File: src/rtl/hazard_ctrl.sv
// Pipeline hazard controller: load-use bubbles, taken-branch flushes and
// data-memory freezes, plus stall/flush counters and a sticky mem-timeout flag.
module hazard_ctrl #(
  parameter int MEM_TIMEOUT = 256,
  parameter int CNT_W       = 32
) (
  input  logic             clk_i,
  input  logic             rst_i,
  input  logic [4:0]       id_rs1_i,
  input  logic [4:0]       id_rs2_i,
  input  logic             id_use_rs1_i,
  input  logic             id_use_rs2_i,
  input  logic             ex_MemRead_i,
  input  logic [4:0]       ex_rd_i,
  input  logic             ex_branch_taken_i,
  input  logic             mem_busy_i,
  output logic             pc_en_o,
  output logic             ifid_en_o,
  output logic             ifid_flush_o,
  output logic             idex_en_o,
  output logic             idex_flush_o,
  output logic             exmem_en_o,
  output logic [CNT_W-1:0] stall_cnt_o,
  output logic [CNT_W-1:0] flush_cnt_o,
  output logic             timeout_o
);

  localparam int WW = $clog2(MEM_TIMEOUT + 1);
  localparam logic [WW-1:0] TMO = WW'(MEM_TIMEOUT);

  typedef enum logic {RUN, MEM_WAIT} state_t;

  state_t        state, state_nxt;
  logic [WW-1:0] wait_cnt, wait_nxt;
  logic          load_use;
  logic          branch_flush;

  assign load_use = ex_MemRead_i && (ex_rd_i != 5'd0) &&
                    ((id_use_rs1_i && (ex_rd_i == id_rs1_i)) ||
                     (id_use_rs2_i && (ex_rd_i == id_rs2_i)));

  always_ff @(posedge clk_i) begin
    if (rst_i) begin
      state    <= RUN;
      wait_cnt <= '0;
    end else begin
      state    <= state_nxt;
      wait_cnt <= wait_nxt;
    end
  end

  // wait_cnt holds the number of consecutive busy cycles seen so far
  always_comb begin
    state_nxt = state;
    wait_nxt  = wait_cnt;
    case (state)
      RUN: begin
        if (mem_busy_i) begin
          state_nxt = MEM_WAIT;
          wait_nxt  = WW'(1);
        end else begin
          wait_nxt  = '0;
        end
      end
      MEM_WAIT: begin
        if (mem_busy_i) begin
          if (wait_cnt != TMO) wait_nxt = wait_cnt + 1'b1;
        end else begin
          state_nxt = RUN;
          wait_nxt  = '0;
        end
      end
      default: begin
        state_nxt = RUN;
        wait_nxt  = '0;
      end
    endcase
  end

  // Leaving MEM_WAIT applies the RUN rules in the same cycle, so the
  // controls depend only on the inputs; freeze outranks branch outranks load-use.
  always_comb begin
    pc_en_o      = 1'b1;
    ifid_en_o    = 1'b1;
    ifid_flush_o = 1'b0;
    idex_en_o    = 1'b1;
    idex_flush_o = 1'b0;
    exmem_en_o   = 1'b1;
    branch_flush = 1'b0;
    if (mem_busy_i) begin
      pc_en_o    = 1'b0;
      ifid_en_o  = 1'b0;
      idex_en_o  = 1'b0;
      exmem_en_o = 1'b0;
    end else if (ex_branch_taken_i) begin
      ifid_flush_o = 1'b1;
      idex_flush_o = 1'b1;
      branch_flush = 1'b1;
    end else if (load_use) begin
      pc_en_o      = 1'b0;
      ifid_en_o    = 1'b0;
      idex_flush_o = 1'b1;
    end
    if (rst_i) begin
      pc_en_o      = 1'b0;
      ifid_en_o    = 1'b0;
      idex_en_o    = 1'b0;
      exmem_en_o   = 1'b0;
      ifid_flush_o = 1'b1;
      idex_flush_o = 1'b1;
      branch_flush = 1'b0;
    end
  end

  always_ff @(posedge clk_i) begin
    if (rst_i) begin
      stall_cnt_o <= '0;
      flush_cnt_o <= '0;
      timeout_o   <= 1'b0;
    end else begin
      if (!pc_en_o)     stall_cnt_o <= stall_cnt_o + 1'b1;
      if (branch_flush) flush_cnt_o <= flush_cnt_o + 1'b1;
      if (mem_busy_i && (wait_nxt == TMO)) timeout_o <= 1'b1;
    end
  end

endmodule

File: config.mk
export PLATFORM = sky130hd
export DESIGN_NAME = hazard_ctrl
export DESIGN_NICKNAME = d
export VERILOG_FILES = /design/src/rtl/hazard_ctrl.sv
export SDC_FILE = /design/constraint.sdc
export NUM_CORES = 1
export LEC_CHECK = 0
export ABC_AREA = 0
export CORE_MARGIN = 2
export CORE_UTILIZATION = 35
export CTS_CLUSTER_SIZE = 10
export DETAILED_ROUTE_END_ITERATION = 8
export GPL_TIMING_DRIVEN = 1
export PLACE_DENSITY = 0.63
export SYNTH_ARGS = -nofsm -noshare
export SYNTH_HDL_FRONTEND = slang
export SYNTH_SLANG_ARGS = --single-unit
File: constraint.sdc
create_clock -name clk_i -period 2.9 [get_ports clk_i]
set_input_delay 0.58 -clock clk_i [delete_from_list [all_inputs] [get_ports clk_i]]
set_output_delay 0.58 -clock clk_i [all_outputs]
set_load 0.05 [all_outputs]
==> summary.md, run 1 <==
| Metric | Value |
|---|---|
| Crit end category | output port |
| Max FO, Critical Path | 3 |
| CP Launch Type | input pin |
| Post-CTS Hold Buffers | 0 |
| Clk root buf | clkbuf_8 |
| Register bit count reported by yosys | 75 |
| Final setup fails | 0 |
| Post-Synth Simple-Gate Area | 30.1% |
| Class of the worst hold path | reg2reg |
| Most common cell after layout, fill and taps aside | clkdlybuf4s50_1 |
| Largest net degree at the start of global routing | 36 |
| Worst-Margin Slew | 0.558 ns |
| Placed cell area | 0.00484 sq mm |
| Synth-to-layout area growth | 35.1% |
| Critical Setup Path Class | in2out |
| RePlAce Congestion | 0.833 |
| Core area | 0.0104 sq mm |
| Layout cells sized above 1 | 8.24% |
| Global-route wire length before repair | 15500 um |
| Via Count | 3469 |
| H-tree depth | 3 |
| First-pass detailed-route iteration total | 4 |
| Initial antenna violation count | 0 |
| Part of the Yosys area used for sequential elements | 39.9% |
| Starting Density | 36.3% |
| F_max | 357 MHz |
| Total CTS buffers | 9 |
| Critical Path RT | 2.32 ns |
| Clock sinks | 75 |
| RSZ-0062 raised after global routing | no |
| Post-Synth Adder-Cell Area | 1.33% |
| Chip Height | 108 um |
| WL/cell | 13.4 um |
| Die width | 108 um |
| CP max stage cell | or4_4 |
| Post-synthesis compound-gate area fraction | 12.0% |
| Outcome | completed |
| Clk buf depth | 2 |
| Hold Path Origin | state$_SDFF_PP0_ |
| Max Cap Violations | 0 |
| Multiplexer area fraction after synthesis | 0.532% |
| Reg-to-Reg End | stall_cnt_o[31]$_SDFFE_PP0N_ |
| Synth area leader | dfxtp_1 |
| Commonest cells after routing, fill and taps aside | clkdlybuf4s50_1, dfxtp_1, nor2_1 |
| CTS tree | built |
| Hold Crit Depth | 1 |
| Final period util | 96.5% |
| Synthesized net count | 476 |
| Io pins | 93 |
| Main combinational cell family by area after synthesis | simple AND/OR/NAND/NOR gates |
| Hpwl dp | 6570 um |
| Slew Limit Fails | 0 |
| Clk pin slew, worst setup/hold paths | 0.07 ns |
| Post-synth top area share | 39.9% |
| Final Cell Area | 0.00509 sq mm |
| Setup tns final | 0 ns |
| Netlist cell types | 48 |
| Synthesized area | 0.00376 sq mm |
| DRT antenna net count | 0 |
| RR Startpoint | stall_cnt_o[4]$_SDFFE_PP0N_ |
| WHS Endpoint | wait_cnt[0]$_SDFF_PP0_ |
| Overflow after GRT | 0 |
| Routed WL | 9150 um |
| Pwr dens | 414 mW/mm^2 |
| Worst EP arrival | 2.22 ns |
| Nets | 568 |
| Vias in the first global route | 3369 |
| Cell leakage power | 1.72 nW |
| Max Clock Skew | 0.00649 ns |
| DRC | 0 |
| Rel. slew slack | 62.6% |
| Post-synth EDFFs | 0 |
| Crit-path max cell delay | 0.51 ns |
| Worst Reg-to-Reg Cells | 6 |
| Row cnt | 37 |
| Mapped Cells | 450 |
| Clock latency on the worst-skew pair | 0.34 ns |
| Post-route minimum period | 2.80 ns |
| Synth top area cells | dfxtp_1, xnor2_1, nor2_1 |
| Worst R2R Setup Slack | 0.62 ns |
| Iteration-0 DRC Markers | 150 |
| Synthesized area per cell | 8.37 sq um |
| Total GRT Usage | 16.4% |
| Die area | 0.0116 sq mm |
| Crit-path cells | clkdlybuf4s50_1 > or4_4 > o21ai_4 > nor2_4 > a21boi_4 > buf_12 |
| Vias per inst | 5.09 |
| Hold Fails Final Rpt | 0 |
| Top_reg_cell synth | dfxtp_1 |
| Post-synth ARST share | 0% |
| Xor and xnor area share after synthesis | 11.9% |
| # diodes | 0 |
| Ys Warns | 0 |
| PortBufs | 92 |
| VDD IR-drop max | 246 uV |
[layer usage]
| layer | share of wire (%) | vias to the layer above | GRT usage (%) | wire [um] |
|---|---|---|---|---|
| met4 | 1.3 | 0 | 4.95 | 121 |
| li1 | - | 1770 | - | - |
| met3 | 4.1 | 8 | 4.00 | 372 |
| met5 | 0 | - | 0 | 0 |
| met2 | 49 | 63 | 28.5 | 4500 |
| met1 | 45 | 1628 | 20.0 | 4150 |
[cell families after synthesis]
| family | Yosys count |
|---|---|
| AOI/OAI and AO/OA | 77 |
| and+or+nand+nor | 211 |
| xor gates and xnor gates | 51 |
| muxes | 2 |
| adders and majority gates | 4 |
| buffers and inverters | 30 |
| DFF | 75 |
[state kept, by name, indices dropped and copies added (netlist names)]
name / cells
flush_cnt_o: 32
stall_cnt_o: 32
wait_cnt: 9
state: 1
timeout_o: 1
[report_power, final]
part | total [mW] | switching [mW] | internal, mW
sequential | 1.05 | 0.0121 | 1.04
clock | 0.865 | 0.365 | 0.500
combinational | 0.193 | 0.107 | 0.0862
total | 2.11 | 0.484 | 1.62
[Yosys cell counts, types with 6 or more instances]
| master | number |
|---|---|
| nand3_1 | 19 |
| nand2_1 | 34 |
| xnor2_1 | 26 |
| or4_1 | 10 |
| a21oi_1 | 35 |
| nor2b_1 | 6 |
| xor2_1 | 25 |
| nor2_1 | 60 |
| o21ai_0 | 14 |
| or3_1 | 23 |
| clkbuf_1 | 12 |
| and3_1 | 13 |
| dfxtp_1 | 75 |
| o31ai_1 | 9 |
| inv_1 | 8 |
| nand4_1 | 19 |
| o21ai_1 | 10 |
[final cells by class]
class	instances	area [sq um]
repair buffers	103	1050
clock buffers	10	138
well taps	136	170
flip-flops and latches	75	1500
multi-input cells	345	2120
clock inverters	5	77.6
fillers	1038	5280
inverters	8	30.0
[metrics by stage]
stage,setup slack [ns],util (%),instances,power (mW),hold slack [ns]
2_1_floorplan,0.142,-,450,1.18,0.416
3_3_place_gp,-0.0127,46.7,666,1.26,0.426
3_5_place_dp,-0.0425,46.7,666,1.26,0.451
4_1_cts,0.00992,48.8,682,2.15,0.456
5_1_grt,0.0494,49.0,682,2.21,0.498
6_report,0.101,49.0,682,2.11,0.450
[critical path, delay by kind of cell]
kind	cells	cell delay (ns)
AO/OA/AOI/OAI	2	0.47
buffers and inverters	2	0.60
AND/OR/NAND/NOR	2	0.57
[timing repair]
action / in CTS / in global routing
endpoints found under the setup margin: 2 / 2
pin swaps: 1 / 3
gates resized for setup: 0 / 5
buffers inserted: 1 / 0
[how the worst max path moves through the flow]
stage          startpoint        end  slack (ns)  depth (start not counted)
6_report       ex_rd_i[1]  ifid_en_o        0.10                          6
5_1_grt        ex_rd_i[4]    pc_en_o        0.05                          6
4_1_cts        ex_rd_i[2]  ifid_en_o        0.01                          6
3_5_place_dp   ex_rd_i[2]  ifid_en_o       -0.04                          6
3_3_place_gp   ex_rd_i[2]  ifid_en_o       -0.01                          6
2_1_floorplan  mem_busy_i    pc_en_o        0.14                          5
No activity file was read; power rests on OpenSTA's default activity.
==> inputs of run 2 (changes only) <==
--- a/config.mk
+++ b/config.mk
@@ -7,11 +7,12 @@
 export LEC_CHECK = 0
 export ABC_AREA = 0
 export CORE_MARGIN = 2
-export CORE_UTILIZATION = 35
+export CORE_UTILIZATION = 50
 export CTS_CLUSTER_SIZE = 10
 export DETAILED_ROUTE_END_ITERATION = 8
 export GPL_TIMING_DRIVEN = 1
-export PLACE_DENSITY = 0.63
+export MAX_ROUTING_LAYER = met4
+export PLACE_DENSITY = 0.81
 export SYNTH_ARGS = -nofsm -noshare
 export SYNTH_HDL_FRONTEND = slang
 export SYNTH_SLANG_ARGS = --single-unit
==> run 2 against run 1 <==
Non-clock buffer count decreased by 1; setup slack better by 0.0037 ns; clock power grew 12%; flip-flop and latch count unchanged; critical path depth up 1; core utilization rose by 21 points; sequential share of layout area is 0.12 points higher; critical endpoint is now pc_en_o; largest power group unchanged.
==> summary.md, run 2 (same netlist as run 1, synthesis figures left out) <==
| Metric | Value |
|---|---|
| Outcome | completed |
| Max Clock Skew | 0.0118 ns |
| Iteration-0 DRC Markers | 125 |
| Crit end category | output port |
| CP endpoint | pc_en_o |
| DRT antenna net count | 0 |
| Largest delay share family, worst path | buffers and inverters |
| RSZ-0062 raised after global routing | no |
| Cell leakage power | 1.73 nW |
| Row cnt | 31 |
| Clk root buf | clkbuf_8 |
| Crit-path max cell delay | 0.47 ns |
| Post-CTS Hold Buffers | 0 |
| Clk buf depth | 2 |
| Worst hold margin | 0.434 ns |
| Biggest regs | flush_cnt_o x32, stall_cnt_o x32, wait_cnt x9 |
| VDD IR-drop max | 255 uV |
| Hold Path Origin | state$_SDFF_PP0_ |
| First-pass detailed-route iteration total | 5 |
| Commonest cells after routing, fill and taps aside | clkdlybuf4s50_1, dfxtp_1, nor2_1 |
| Final setup fails | 0 |
| Die width | 90.8 um |
| PortBufs | 92 |
| Post-CTS Setup Bufs | 0 |
| Worst path depth | 7 |
| WL/cell | 13.9 um |
| Total power | 2.21 mW |
| Rel. slew slack | 64.4% |
| Finished Layout Cells | 645 |
| Clock latency on the worst-skew pair | 0.34 ns |
| Synth-to-layout area growth | 34.6% |
| Core area | 0.00725 sq mm |
| Nets | 567 |
| DRC | 0 |
| Class of the worst hold path | reg2reg |
| Slew Limit Fails | 0 |
| RR Startpoint | flush_cnt_o[0]$_SDFFE_PP0P_ |
| Critical Path RT | 2.32 ns |
| Crit path launch | ex_rd_i[4] |
| Vias per inst | 5.56 |
| Chip Height | 90.8 um |
| Io pins | 93 |
| Initial antenna violation count | 0 |
| Max Cap Violations | 0 |
| Max FO, Critical Path | 10 |
| Clk pin slew, worst setup/hold paths | 0.08 ns |
| Pwr dens | 436 mW/mm^2 |
| Critical Setup Path Class | in2out |
| Final period util | 96.4% |
| F_max | 358 MHz |
| Routed WL | 8990 um |
| RePlAce Congestion | 0.823 |
| Final Cell Area | 0.00507 sq mm |
| CTS tree | built |
| Worst Reg-to-Reg Cells | 7 |
| CP max stage cell | clkdlybuf4s50_1 |
| Crit-path cells | clkdlybuf4s50_1 > or4_4 > o21ai_4 > nor2_2 > a21boi_4 > buf_12 > buf_12 |
| Worst-Margin Slew | 0.530 ns |
| Hold Fails Final Rpt | 0 |
| Vias in the first global route | 3347 |
| Most frequent CP cell | buf_12 |
| Final worst-path setup slack | 0.104 ns |
| Total GRT Usage | 22.0% |
| Worst EP arrival | 2.22 ns |
| Clock sinks | 75 |
| Final Util | 69.8% |
| Place WS | -0.000569 ns |
| Die area | 0.00824 sq mm |
| # diodes | 0 |
| Starting Density | 51.9% |
| Placed Cells | 629 |
| Total CTS buffers | 9 |
| CP Launch Type | input pin |
| H-tree depth | 3 |
| Setup tns final | 0 ns |
| Most common cell after layout, fill and taps aside | clkdlybuf4s50_1 |
| Post-route minimum period | 2.80 ns |
| Largest net degree at the start of global routing | 47 |
| Global-route wire length before repair | 15100 um |
| WP buf/inv | 3 |
| Worst R2R Setup Slack | 0.74 ns |
| Overflow after GRT | 0 |
| Placed cell area | 0.00481 sq mm |
| Via Count | 3588 |
| Hpwl dp | 6390 um |
| Layout cells sized above 1 | 7.88% |
| Reg-to-Reg End | flush_cnt_o[22]$_SDFFE_PP0P_ |
[run 2: layer usage]
metal	wire length, um	GRT usage, %
met3	408	3.76
met1	3960	25.8
met2	4500	38.6
met5	0	-
met4	128	7.07
[run 2: power breakdown]
part	internal (mW)	total [mW]	switching [mW]
Sequential	1.04	1.05	0.0121
Clock	0.596	0.970	0.373
Combinational	0.0853	0.192	0.107
[run 2: area by class of cell]
cell class	count	area (sq um)
flip-flops and latches	75	1500
fillers	591	2190
inverters	8	30.0
clock buffers	12	145
multi-input cells	345	2110
well taps	99	124
repair buffers	102	1050
clock inverters	4	97.6
[run 2: worst min-delay path by stage]
stage	endpoint	slack (ns)	cells after the start
after floorplan	wait_cnt[0]$_SDFF_PP0_	0.42	1
after global placement	wait_cnt[0]$_SDFF_PP0_	0.42	1
after detailed placement	wait_cnt[0]$_SDFF_PP0_	0.44	1
after CTS	wait_cnt[0]$_SDFF_PP0_	0.44	1
after global routing	wait_cnt[0]$_SDFF_PP0_	0.48	1
final	wait_cnt[0]$_SDFF_PP0_	0.43	1
[run 2: timing repair]
action,4_1_cts,5_1_grt
setup endpoints to repair,2,2
gates resized for setup,2,3
pin swaps,1,0
==> inputs of run 3 (changes only) <==
--- a/config.mk
+++ b/config.mk
@@ -6,11 +6,13 @@
 export NUM_CORES = 1
 export LEC_CHECK = 0
 export ABC_AREA = 0
+export CORE_ASPECT_RATIO = 1.1
 export CORE_MARGIN = 2
 export CORE_UTILIZATION = 50
 export CTS_CLUSTER_SIZE = 10
 export DETAILED_ROUTE_END_ITERATION = 8
 export GPL_TIMING_DRIVEN = 1
+export HOLD_SLACK_MARGIN = 0.12
 export MAX_ROUTING_LAYER = met4
 export PLACE_DENSITY = 0.81
 export SYNTH_ARGS = -nofsm -noshare
==> run 3 against run 2 <==
Sequential power about the same; power decreased by 4.3%; die area about the same; cell count decreased by 1.6%; register-to-register slack improved by 0.02 ns; setup slack improved by 0.17 ns; count of clock-buffer cells in the layout decreased by 2; combinational power decreased by 2%; global-route usage increased by 0.98 points; flip-flop and latch count unchanged; via count decreased by 0.45%; largest cell class unchanged; highest routed layer unchanged.
==> summary.md, run 3 (same netlist as run 1, synthesis figures left out) <==
| Metric | Value |
|---|---|
| Outcome | completed |
| Total power | 2.11 mW |
| Crit end category | output port |
| CTS tree | built |
| Io pins | 93 |
| Crit-path max cell delay | 0.55 ns |
| Rel. slew slack | 63.6% |
| Biggest regs | flush_cnt_o x32, stall_cnt_o x32, wait_cnt x9 |
| Overflow after GRT | 0 |
| Starting Density | 50.9% |
| Post-CTS Hold Buffers | 0 |
| Class of the worst hold path | reg2reg |
| Worst EP arrival | 2.05 ns |
| Setup tns final | 0 ns |
| Cell leakage power | 1.73 nW |
| Critical Setup Path Class | in2out |
| Pwr dens | 422 mW/mm^2 |
| Vias in the first global route | 3346 |
| CP max stage cell | or4_4 |
| Clk pin slew, worst setup/hold paths | 0.08 ns |
| Hpwl dp | 6320 um |
| Die area | 0.00824 sq mm |
| Finished Layout Cells | 635 |
| Clk buf depth | 2 |
| Hold Fails Final Rpt | 0 |
| First-pass detailed-route iteration total | 4 |
| Chip Height | 95.0 um |
| Clock sinks | 75 |
| Iteration-0 DRC Markers | 142 |
| Post-route minimum period | 2.63 ns |
| VDD IR-drop max | 362 uV |
| F_max | 380 MHz |
| Most common cell after layout, fill and taps aside | clkdlybuf4s50_1 |
| Synth-to-layout area growth | 33.2% |
| Layout cells sized above 1 | 8.39% |
| Die width | 86.7 um |
| Global-route wire length before repair | 15000 um |
| PortBufs | 92 |
| Crit-path cells | dlymetal6s2s_1 > or4_4 > o21ai_4 > nor2_4 > a21boi_4 > buf_12 |
| Worst-Margin Slew | 0.544 ns |
| Slew Limit Fails | 0 |
| Clk root buf | clkbuf_8 |
| Row cnt | 33 |
| Via Count | 3572 |
| Vias per inst | 5.63 |
| Total GRT Usage | 23.0% |
| Total CTS buffers | 9 |
| RePlAce Congestion | 0.907 |
| Max Clock Skew | 0.0118 ns |
| Placed Cells | 618 |
| Final setup fails | 0 |
| # diodes | 0 |
| Initial antenna violation count | 0 |
| WL/cell | 13.8 um |
| DRT antenna net count | 0 |
| CP Launch Type | input pin |
| Routed WL | 8780 um |
| Max Cap Violations | 0 |
| Final period util | 90.7% |
| H-tree depth | 3 |
| RSZ-0062 raised after global routing | no |
| Largest net degree at the start of global routing | 39 |
| Clock latency on the worst-skew pair | 0.34 ns |
| Critical Path RT | 2.32 ns |
| Max FO, Critical Path | 7 |
| Nets | 569 |
| DRC | 0 |
| Core area | 0.00739 sq mm |
| Commonest cells after routing, fill and taps aside | clkdlybuf4s50_1, dfxtp_1, nor2_1 |
-- run 3: per-layer routing --
layer / vias up / share of wire, % / GRT usage (%)
met1: 1701 / 45 / 28.6
met4: 0 / 0.93 / 5.73
met2: 86 / 51 / 39.2
met5: - / 0 / -
li1: 1777 / - / -
met3: 8 / 3.7 / 3.72
-- run 3: worst paths after layout --
check / from / end / slack [ns] / cells past startpoint
max: ex_rd_i[3] / ifid_en_o / 0.27 / 6
min: state$_SDFF_PP0_ / wait_cnt[0]$_SDFF_PP0_ / 0.44 / 1
max reg2reg: flush_cnt_o[0]$_SDFFE_PP0P_ / flush_cnt_o[22]$_SDFFE_PP0P_ / 0.76 / 7
min reg2reg: state$_SDFF_PP0_ / wait_cnt[0]$_SDFF_PP0_ / 0.44 / 1
-- run 3: critical path, delay by kind of cell --
family          cells  cell delay (ns)
compound gates      2             0.53
buf+inv             2             0.31
simple gates        2             0.62
-- run 3: stage by stage --
step           util, %  hold WS, ns  area [sq um]  worst slack, ns
2_1_floorplan        -        0.416          3760            0.142
6_report          67.8        0.441          5010            0.271
3_5_place_dp      64.4        0.431          4760         -0.00305
5_1_grt           67.8        0.452          5010            0.198
4_1_cts           67.4        0.443          4980          0.00679
3_3_place_gp      64.4        0.423          4760           0.0102
-- run 3: final cells by class --
class / count / area, sq um
inverter: 8 / 30.0
timing repair buffer: 104 / 1040
fill: 585 / 2380
multi-input combinational: 345 / 2120
clock buffer: 10 / 128
clock inverter: 6 / 88.8
tap: 87 / 109
sequential: 75 / 1500
-- run 3: timing repair --
action	in CTS	in global routing
setup buffers	0	1
endpoints found under the setup margin	2	2
resized for setup	0	7
pin swaps	1	4
-- run 3: power breakdown --
part / leakage [nW] / internal, mW / switching, mW / total, mW
Clock: 0.103 / 0.486 / 0.391 / 0.877
Combinational: 1.02 / 0.0822 / 0.106 / 0.188
Sequential: 0.605 / 1.04 / 0.0120 / 1.05
Total: 1.73 / 1.61 / 0.509 / 2.11
